### src/rtl/multicycle_controller_if.sv
// ---------------------------------------------------------------------------
// multicycle_controller_if
// Bundles the controller <-> datapath signals of the multicycle MIPS core.
//   Opcode, Funct : instruction register fields IR[31:26], IR[5:0]
//   Zero          : ALU zero flag (combinational from the datapath)
//   IorD, MemWrite, IRWrite, RegDst, MemtoReg, RegWrite,
//   ALUSrcA, ALUSrcB, ALUControl, PCSrc, PCEn : datapath selects / enables
//   state         : current controller state code (debug)
// modport master : controller side (drives the selects and enables)
// modport slave  : datapath side (drives Opcode/Funct/Zero)
// ---------------------------------------------------------------------------
interface multicycle_controller_if;
   logic [5:0] Opcode;
   logic [5:0] Funct;
   logic       Zero;
   logic       IorD;
   logic       MemWrite;
   logic       IRWrite;
   logic       RegDst;
   logic       MemtoReg;
   logic       RegWrite;
   logic       ALUSrcA;
   logic [1:0] ALUSrcB;
   logic [2:0] ALUControl;
   logic [1:0] PCSrc;
   logic       PCEn;
   logic [3:0] state;

   modport master (
      input  Opcode, Funct, Zero,
      output IorD, MemWrite, IRWrite, RegDst, MemtoReg, RegWrite,
             ALUSrcA, ALUSrcB, ALUControl, PCSrc, PCEn, state
   );

   modport slave (
      output Opcode, Funct, Zero,
      input  IorD, MemWrite, IRWrite, RegDst, MemtoReg, RegWrite,
             ALUSrcA, ALUSrcB, ALUControl, PCSrc, PCEn, state
   );
endinterface

### src/rtl/multicycle_controller.sv
// ---------------------------------------------------------------------------
// multicycle_controller
// Moore sequencing FSM for the multicycle MIPS datapath. Each instruction is
// walked through FETCH/DECODE and an opcode-specific tail, one state per
// clock. All datapath selects and write enables come from here.
// Ports:
//   clk : rising-edge clock
//   rst : synchronous, active-high reset (also masks the write enables)
//   bus : multicycle_controller_if.master (Opcode/Funct/Zero in, controls out)
// ---------------------------------------------------------------------------
module multicycle_controller (
   input  logic                   clk,
   input  logic                   rst,
   multicycle_controller_if.master bus
);

   typedef enum logic [3:0] {
      FETCH  = 4'd0,
      DECODE = 4'd1,
      MEMADR = 4'd2,
      MEMRD  = 4'd3,
      MEMWB  = 4'd4,
      MEMWR  = 4'd5,
      EXEC   = 4'd6,
      ALUWB  = 4'd7,
      BRANCH = 4'd8,
      ADDIEX = 4'd9,
      ADDIWB = 4'd10,
      JUMP   = 4'd11
   } state_t;

   localparam logic [5:0] OP_RTYPE = 6'b000000;
   localparam logic [5:0] OP_LW    = 6'b100011;
   localparam logic [5:0] OP_SW    = 6'b101011;
   localparam logic [5:0] OP_BEQ   = 6'b000100;
   localparam logic [5:0] OP_ADDI  = 6'b001000;
   localparam logic [5:0] OP_J     = 6'b000010;

   localparam logic [2:0] ALU_ADD = 3'b010;
   localparam logic [2:0] ALU_SUB = 3'b110;
   localparam logic [2:0] ALU_AND = 3'b000;
   localparam logic [2:0] ALU_OR  = 3'b001;
   localparam logic [2:0] ALU_SLT = 3'b111;

   // Per-state control word. pcwrite/branch are combined with Zero at the
   // output; funct_alu hands ALUControl over to the Funct decoder in EXEC.
   typedef struct packed {
      logic       iord;
      logic       memwrite;
      logic       irwrite;
      logic       regdst;
      logic       memtoreg;
      logic       regwrite;
      logic       alusrca;
      logic [1:0] alusrcb;
      logic [2:0] alucontrol;
      logic [1:0] pcsrc;
      logic       pcwrite;
      logic       branch;
      logic       funct_alu;
   } ctrl_t;

   state_t state_q;
   ctrl_t  ctrl_q;

   function automatic state_t next_state(state_t s, logic [5:0] opcode);
      state_t n;
      n = FETCH;
      case (s)
         FETCH:  n = DECODE;
         DECODE: begin
            case (opcode)
               OP_LW, OP_SW: n = MEMADR;
               OP_RTYPE:     n = EXEC;
               OP_BEQ:       n = BRANCH;
               OP_ADDI:      n = ADDIEX;
               OP_J:         n = JUMP;
               default:      n = FETCH;   // unknown opcode runs as a NOP
            endcase
         end
         MEMADR: n = (opcode == OP_SW) ? MEMWR : MEMRD;
         MEMRD:  n = MEMWB;
         EXEC:   n = ALUWB;
         ADDIEX: n = ADDIWB;
         default: n = FETCH;              // terminal states and codes 12-15
      endcase
      return n;
   endfunction

   function automatic ctrl_t ctrl_for(state_t s);
      ctrl_t c;
      // NOTE: every field gets a value before the case, so no path can leave
      // one unassigned and infer a latch once this is used combinationally.
      c = '0;
      case (s)
         FETCH: begin
            c.alusrcb    = 2'b01;
            c.alucontrol = ALU_ADD;
            c.irwrite    = 1'b1;
            c.pcwrite    = 1'b1;
         end
         DECODE: begin
            c.alusrcb    = 2'b11;     // branch target into ALUOut
            c.alucontrol = ALU_ADD;
         end
         MEMADR, ADDIEX: begin
            c.alusrca    = 1'b1;
            c.alusrcb    = 2'b10;
            c.alucontrol = ALU_ADD;
         end
         MEMRD: c.iord = 1'b1;
         MEMWR: begin
            c.iord     = 1'b1;
            c.memwrite = 1'b1;
         end
         MEMWB: begin
            c.memtoreg = 1'b1;
            c.regwrite = 1'b1;
         end
         EXEC: begin
            c.alusrca   = 1'b1;
            c.funct_alu = 1'b1;
         end
         ALUWB: begin
            c.regdst   = 1'b1;
            c.regwrite = 1'b1;
         end
         ADDIWB: c.regwrite = 1'b1;
         BRANCH: begin
            c.alusrca    = 1'b1;
            c.alucontrol = ALU_SUB;
            c.pcsrc      = 2'b01;
            c.branch     = 1'b1;
         end
         JUMP: begin
            c.pcsrc   = 2'b10;
            c.pcwrite = 1'b1;
         end
         default: ;
      endcase
      return c;
   endfunction

   function automatic logic [2:0] funct_to_alu(logic [5:0] funct);
      logic [2:0] a;
      a = ALU_ADD;                    // unknown Funct still adds and writes back
      case (funct)
         6'b100010: a = ALU_SUB;
         6'b100100: a = ALU_AND;
         6'b100101: a = ALU_OR;
         6'b101010: a = ALU_SLT;
         default:   a = ALU_ADD;
      endcase
      return a;
   endfunction

   // The control word is registered together with the state it belongs to,
   // so the outputs are glitch-free Moore decodes of the current state.
   always_ff @(posedge clk) begin
      // NOTE: non-blocking assignments here so every register samples the
      // pre-edge values; blocking ones would make ordering matter.
      if (rst) begin
         state_q <= FETCH;
         ctrl_q  <= ctrl_for(FETCH);
      end else begin
         state_q <= next_state(state_q, bus.Opcode);
         ctrl_q  <= ctrl_for(next_state(state_q, bus.Opcode));
      end
   end

   // Write enables are masked by rst directly (not via the register) so an
   // instruction interrupted by reset cannot complete a write in that cycle.
   assign bus.IorD       = ctrl_q.iord;
   assign bus.MemWrite   = ctrl_q.memwrite & ~rst;
   assign bus.IRWrite    = ctrl_q.irwrite  & ~rst;
   assign bus.RegDst     = ctrl_q.regdst;
   assign bus.MemtoReg   = ctrl_q.memtoreg;
   assign bus.RegWrite   = ctrl_q.regwrite & ~rst;
   assign bus.ALUSrcA    = ctrl_q.alusrca;
   assign bus.ALUSrcB    = ctrl_q.alusrcb;
   assign bus.ALUControl = ctrl_q.funct_alu ? funct_to_alu(bus.Funct) : ctrl_q.alucontrol;
   assign bus.PCSrc      = ctrl_q.pcsrc;
   // Zero is live in BRANCH: beq resolves in the same cycle.
   assign bus.PCEn       = ~rst & (ctrl_q.pcwrite | (ctrl_q.branch & bus.Zero));
   assign bus.state      = state_q;

endmodule

### src/flat_wrapper.sv
// flat-port wrapper written by rule: the top's interface ports become plain ports
module multicycle_controller_flat 
  (clk, rst, bus_Opcode, bus_Funct, bus_Zero, bus_IorD, bus_MemWrite, bus_IRWrite, bus_RegDst, bus_MemtoReg, bus_RegWrite, bus_ALUSrcA, bus_ALUSrcB, bus_ALUControl, bus_PCSrc, bus_PCEn, bus_state);
  multicycle_controller_if bus_i ();
  input  logic clk;
  input  logic rst;
  input wire logic [$bits(bus_i.Opcode)-1:0] bus_Opcode;
  input wire logic [$bits(bus_i.Funct)-1:0] bus_Funct;
  input wire logic [$bits(bus_i.Zero)-1:0] bus_Zero;
  output wire logic [$bits(bus_i.IorD)-1:0] bus_IorD;
  output wire logic [$bits(bus_i.MemWrite)-1:0] bus_MemWrite;
  output wire logic [$bits(bus_i.IRWrite)-1:0] bus_IRWrite;
  output wire logic [$bits(bus_i.RegDst)-1:0] bus_RegDst;
  output wire logic [$bits(bus_i.MemtoReg)-1:0] bus_MemtoReg;
  output wire logic [$bits(bus_i.RegWrite)-1:0] bus_RegWrite;
  output wire logic [$bits(bus_i.ALUSrcA)-1:0] bus_ALUSrcA;
  output wire logic [$bits(bus_i.ALUSrcB)-1:0] bus_ALUSrcB;
  output wire logic [$bits(bus_i.ALUControl)-1:0] bus_ALUControl;
  output wire logic [$bits(bus_i.PCSrc)-1:0] bus_PCSrc;
  output wire logic [$bits(bus_i.PCEn)-1:0] bus_PCEn;
  output wire logic [$bits(bus_i.state)-1:0] bus_state;
  assign bus_i.Opcode = bus_Opcode;
  assign bus_i.Funct = bus_Funct;
  assign bus_i.Zero = bus_Zero;
  assign bus_IorD = bus_i.IorD;
  assign bus_MemWrite = bus_i.MemWrite;
  assign bus_IRWrite = bus_i.IRWrite;
  assign bus_RegDst = bus_i.RegDst;
  assign bus_MemtoReg = bus_i.MemtoReg;
  assign bus_RegWrite = bus_i.RegWrite;
  assign bus_ALUSrcA = bus_i.ALUSrcA;
  assign bus_ALUSrcB = bus_i.ALUSrcB;
  assign bus_ALUControl = bus_i.ALUControl;
  assign bus_PCSrc = bus_i.PCSrc;
  assign bus_PCEn = bus_i.PCEn;
  assign bus_state = bus_i.state;
  multicycle_controller u_core (.clk(clk), .rst(rst), .bus(bus_i));
endmodule
### config.mk
export PLATFORM = sky130hd
export DESIGN_NAME = multicycle_controller_flat
export DESIGN_NICKNAME = d
export VERILOG_FILES = /design/src/rtl/multicycle_controller_if.sv /design/src/rtl/multicycle_controller.sv /design/src/flat_wrapper.sv
export SDC_FILE = /design/constraint.sdc
export NUM_CORES = 1
export LEC_CHECK = 0
export BUFFER_PORTS_ARGS = -buffer_cell sky130_fd_sc_hd__buf_2
export CAP_MARGIN = 25
export CORE_MARGIN = 2
export CORE_UTILIZATION = 45
export DETAILED_ROUTE_END_ITERATION = 10
export GPL_TIMING_DRIVEN = 0
export HOLD_SLACK_MARGIN = 0.02
export PLACE_DENSITY_LB_ADDON = 0.2
export SLEW_MARGIN = 20
export SYNTH_ARGS = -nofsm -noshare
export SYNTH_HDL_FRONTEND = slang
export SYNTH_SLANG_ARGS = --single-unit
### constraint.sdc
create_clock -name clk -period 2.4 [get_ports clk]
set_clock_uncertainty 0.05 [all_clocks]
set_input_delay 0.6 -clock clk [delete_from_list [all_inputs] [get_ports clk]]
set_output_delay 0.6 -clock clk [all_outputs]
set_load 0.01 [all_outputs]
Word-level counts from Yosys, hierarchy flattened
Index checks and enable logic that the tools add are counted.

Bits in registers: 21. Latch bits: 0. Memory bits (writable): 0. Bits in read-only memories: 0. Input port bits: 15. Output and inout bits: 19. Word-level logic and storage cells: 75. Memories kept: 0.

Add/subtract/negate cells: 0. Multiply operators: 0. Divide/modulo/power cells: 0. Magnitude comparators: 0. Eq/ne operators: 25. Shift operators: 0. Mux-type cells: 19. Bitwise operators: 7. Reduce and logical (&&, ||, !) cells: 10.

Operators by type and width (number): $eq 6x6->1 const B (6); $pmux 4 s6 (1); $eq 4x3->1 const B (5); $eq 4x4->1 const B (5); $pmux 4 s5 (1); $eq 4x2->1 const B (4); $pmux 3 s4 (1); $mux 1 (10); $eq 4x1->1 const B (2); $logic_not 4->1 (2); $reduce_or 2->1 (4); $reduce_or 4->1 (2); $eq 6x2->1 const B (1); $eq 6x3->1 const B (1); $eq 6x4->1 const B (1); $logic_not 6->1 (1); $mux 3 (2); $pmux 2 s3 (1); $pmux 3 s2 (1); $and 1x1->1 (5); $mux 4 (1); $pmux 2 s2 (1); $reduce_or 3->1 (1); $not 1->1 (1); $or 1x1->1 (1).

Longest topological paths before layout
Depth after elaboration: 8. Depth in mapped cells: 5. Gate-level depth less buffers: 5.

Worst setup path before layout
OpenSTA, ideal clock, no wires.

Kind: input to register. Start: in bus_Opcode[0]. End: reg u_core.ctrl_q, in the netlist u_core.bus.ALUSrcA. Setup time: 75 ps. Arrival time: 2058 ps. Required time: 2275 ps. Setup slack: 217 ps. Stages: 5. Buffers on the path: 0. Cells stage by stage: or4_4 > o31ai_4 > nand2_4 > or3_4 > a31oi_1.

Longest elaborated chain between the ends: 8. Elaborated cells on any way between the ends: 17. Those cells by class: eq/ne (9); mux (5); reduce/logical (3).

RTL lines: from (decl) (RTL line flat_wrapper.sv:7) `input wire logic [$bits(bus_i.Opcode)-1:0] bus_Opcode;`; $eq 6x6->1 (on tied branches) (RTL line multicycle_controller.sv:72, multicycle_controller.sv:81); $reduce_or 2->1 (RTL line multicycle_controller.sv:72) `case (opcode)`; $pmux 4 s5 (RTL line multicycle_controller.sv:72); $pmux 4 s6 (*) (RTL line multicycle_controller.sv:69) `case (s)`; $mux 4 (*) (RTL line multicycle_controller.sv:162) `if (rst) begin`; $eq 4x3->1 (tied with other cells) (RTL line multicycle_controller.sv:95) `case (s)`; $reduce_or 4->1 (no line) (*); $mux 1 (*) (RTL line multicycle_controller.sv:95); to (signal assigned) (RTL line multicycle_controller.sv:164) `ctrl_q <= ctrl_for(FETCH);`; to (signal assigned) (RTL line multicycle_controller.sv:167) `ctrl_q <= ctrl_for(next_state(state_q, bus.Opcode));`; to (decl) (RTL line multicycle_controller.sv:64) `ctrl_t ctrl_q;`.

Mark *: on every way between the ends. The rest lies on a longest branch, timed or not. The select of a mux whose other input is x is not followed. A chain may end at the register's enable or synchronous reset.

Worst setup path after layout
Start: in bus_Opcode[0]. End: reg u_core.ctrl_q[6] (netlist bit).

Longest elaborated chain between the ends: 8. Elaborated cells on any way between the ends: 18. Those cells by class: eq/ne (9); mux (5); reduce/logical (4).

RTL lines (RTL line): $eq 6x6->1 (on tied branches) (multicycle_controller.sv:72, multicycle_controller.sv:81); $reduce_or 2->1 (multicycle_controller.sv:72); $pmux 4 s5 (multicycle_controller.sv:72); $pmux 4 s6 (*) (multicycle_controller.sv:69); $mux 4 (*) (multicycle_controller.sv:162); $eq 4x1->1 (tied with other cells) (multicycle_controller.sv:95); $reduce_or 4->1 (no line); $pmux 3 s2 (*) (multicycle_controller.sv:95).

Marked as above.

==> flow_summary.toml <==
[logic_synthesis]
synthTopCellsByArea = "dfxtp_1 (42%), nor2_1 (4.6%), nand2_1 (3.8%), nor3_1 (3.4%), buf_4 (3.4%)"
synth_most_common_cell = "dfxtp_1"
synth_common_cells = "dfxtp_1 (19), nor2_1 (11), nand2_1 (9)"
synth_warnings = 0
avgSynthCellArea_um2 = 8.70
synth_cell_types = 37
yosys_register_bits = 19
syn_area_um2 = 896
synthArstFlopShare = 0
synth_top_area_cell = "dfxtp_1"
synth-edff-count = 0
ys.flop_type = "dfxtp_1"
synth.net_count = 118
yosysSeqAreaShare = 0.425
syn_inst = 103
yosys.area.top_type_share = 0.425

[clocking]
cts_buffer_depth = 2
cts_sinks = 19
cts_buffers = 3
clk_pin_slew_ns = 0.09
clk_latency_ns = 0.29
htreeDepth = 1
cts_setup_buffers = 0
root_buffer = "clkbuf_4"
cts_tree = "yes"

[global_routing]
antenna_found_initial = 0
grt.total_usage = 0.171
grt-ovfl-total = 0
grt_max_degree = 11
grt_pass1_wl_um = 3160
grt_pass1_vias = 739

[floorplanning]
core_area_um2 = 1920
io_pins = 34
die_h_um = 48.6
die_area_um2 = 2360
die_w_um = 48.6
initial_core_util = 0.466
rows = 16

[outcome]
outcome = "completed"

[critical_path]
crit_fanout = 5
end_kind = "register"
critical_path.startpoint_type = "input port"
cp.arrival_ns = 2.27
worst-setup-path-type = "in -> reg"
required_ns = 2.50

[detailed_routing]
avgViaCountPerCell = 5.32
drt-total-wl_um = 1870
drc = 0
num_vias = 888
antenna_left = 0
firstDrtPassIters = 4
drtIter0Drc = 20
wl_per_cell_um = 11.2

[sta]
grt_setup_unrepaired = "no"
max_freq_mhz = 460
finalHoldViolCount = 0
final-max-slew-violation-count = 0
finalSetupTns_ns = 0
worstMarginPinSlew_ns = 0.459
finalSetupViolCount = 0
hold_slack_ns = 0.509
post-route-period-util = 0.905
max_slew_margin = 0.691
timing.final.crit_period_ns = 2.17

[placed_design]
post-dp-hpwl_um = 1470
gp_congestion = 0.865
io_buffer_count = 33

[pwr]
ir_worst_vdd_v = 0.000412
p_per_area_nw_per_um2 = 507
p_leak_nw = 0.504

[job]
maxCapViolCount = 0

[final_layout]
diodes = 0
drive_gt1_frac = 0.329
area_growth_pct = 25.7
num-nets-final = 156

[hold_path]
hp-class = "in -> reg"
-- sequential cells by signal, indices dropped and copies added (netlist names) --
name and flops:
u_core.bus.MemtoReg 1, u_core.bus.ALUSrcB 2, u_core.bus.IorD 1, u_core.bus.PCSrc 1
u_core.bus.state 4, u_core.ctrl_q 8, u_core.bus.RegDst 1, u_core.bus.ALUSrcA 1
-- metal layers --
layer | global-route usage | up-vias | part of all wire
li1 | - | 446 | -
met1 | 0.220 | 401 | 0.43
met2 | 0.269 | 35 | 0.48
met3 | 0.0463 | 6 | 0.059
met4 | 0.0714 | 0 | 0.023
met5 | 0 | - | 0
-- final timing paths --
kind,to,from,cells after the start,slack (ns)
worst max register to register,u_core.ctrl_q[6],u_core.bus.state[0],5,0.27
worst min-delay path,u_core.bus.state[0],rst,2,0.51
worst min register to register,u_core.ctrl_q[11],u_core.bus.state[3],2,0.59
worst max-delay path,u_core.ctrl_q[6],bus_Opcode[0],6,0.23
-- cells by family (layout without fill, tap and decap cells) --
kind of cell,Yosys count,in the layout,synth area share
AOI/OAI and AO/OA,20,20,0.172
buffers and inverters,10,47,0.0587
and+or+nand+nor,52,52,0.325
DFF,19,19,0.425
xor gates and xnor gates,2,2,0.0196
-- timing repair --
item	4_1_cts	5_1_grt
gates resized for setup	0	1
hold buffers	0	0
endpoints found under the setup margin	0	4
-- critical path: stages --
cell	delay, ns
buf_2	0.13
or4_4	0.56
o21bai_1	0.21
a21boi_0	0.17
a41oi_1	0.47
nand4_1	0.14
-- cell type report --
type                            count  area, µm²
Sequential cell                    19        380
Multi-Input combinational cell     74        468
Inverter                            5       18.8
Timing Repair Buffer               33        165
Fill cell                         180        796
Buffer                              5       33.8
Tap cell                           27       33.8
Clock buffer                        4       26.3
-- cell usage in the layout, fill, tap and decap left out, types with 2 or more instances in the layout --
| cell | count |
|---|---|
| nand3_1 | 4 |
| nor3b_1 | 3 |
| and2_1 | 2 |
| inv_1 | 5 |
| o21bai_1 | 2 |
| a21boi_0 | 2 |
| buf_2 | 33 |
| buf_4 | 4 |
| a31oi_1 | 2 |
| clkbuf_4 | 3 |
| xnor2_1 | 2 |
| clkbuf_1 | 2 |
| a21oi_1 | 3 |
| dfxtp_1 | 19 |
| nor3_1 | 6 |
| nand2_1 | 9 |
| nor2_1 | 11 |
| nand4_1 | 4 |
| nor2b_1 | 3 |
-- power breakdown --
part	leakage (nW)	internal (mW)	switching, mW	total (mW)
clock	0.0150	0.0646	0.0855	0.150
sequential	0.155	0.325	0.00639	0.332
combinational	0.334	0.0395	0.0492	0.0887
-- through the flow --
step	worst slack, ns	cell area (µm²)	power (mW)	std cells	utilization
2_1_floorplan	0.217	896	0.391	103	-
3_3_place_gp	-0.0892	1090	0.424	163	0.570
3_5_place_dp	-0.114	1090	0.427	163	0.570
4_1_cts	0.0277	1120	0.576	167	0.583
5_1_grt	0.0821	1130	0.603	167	0.586
6_report	0.228	1130	0.570	167	0.586
No activity file was read; power rests on OpenSTA's default activity.
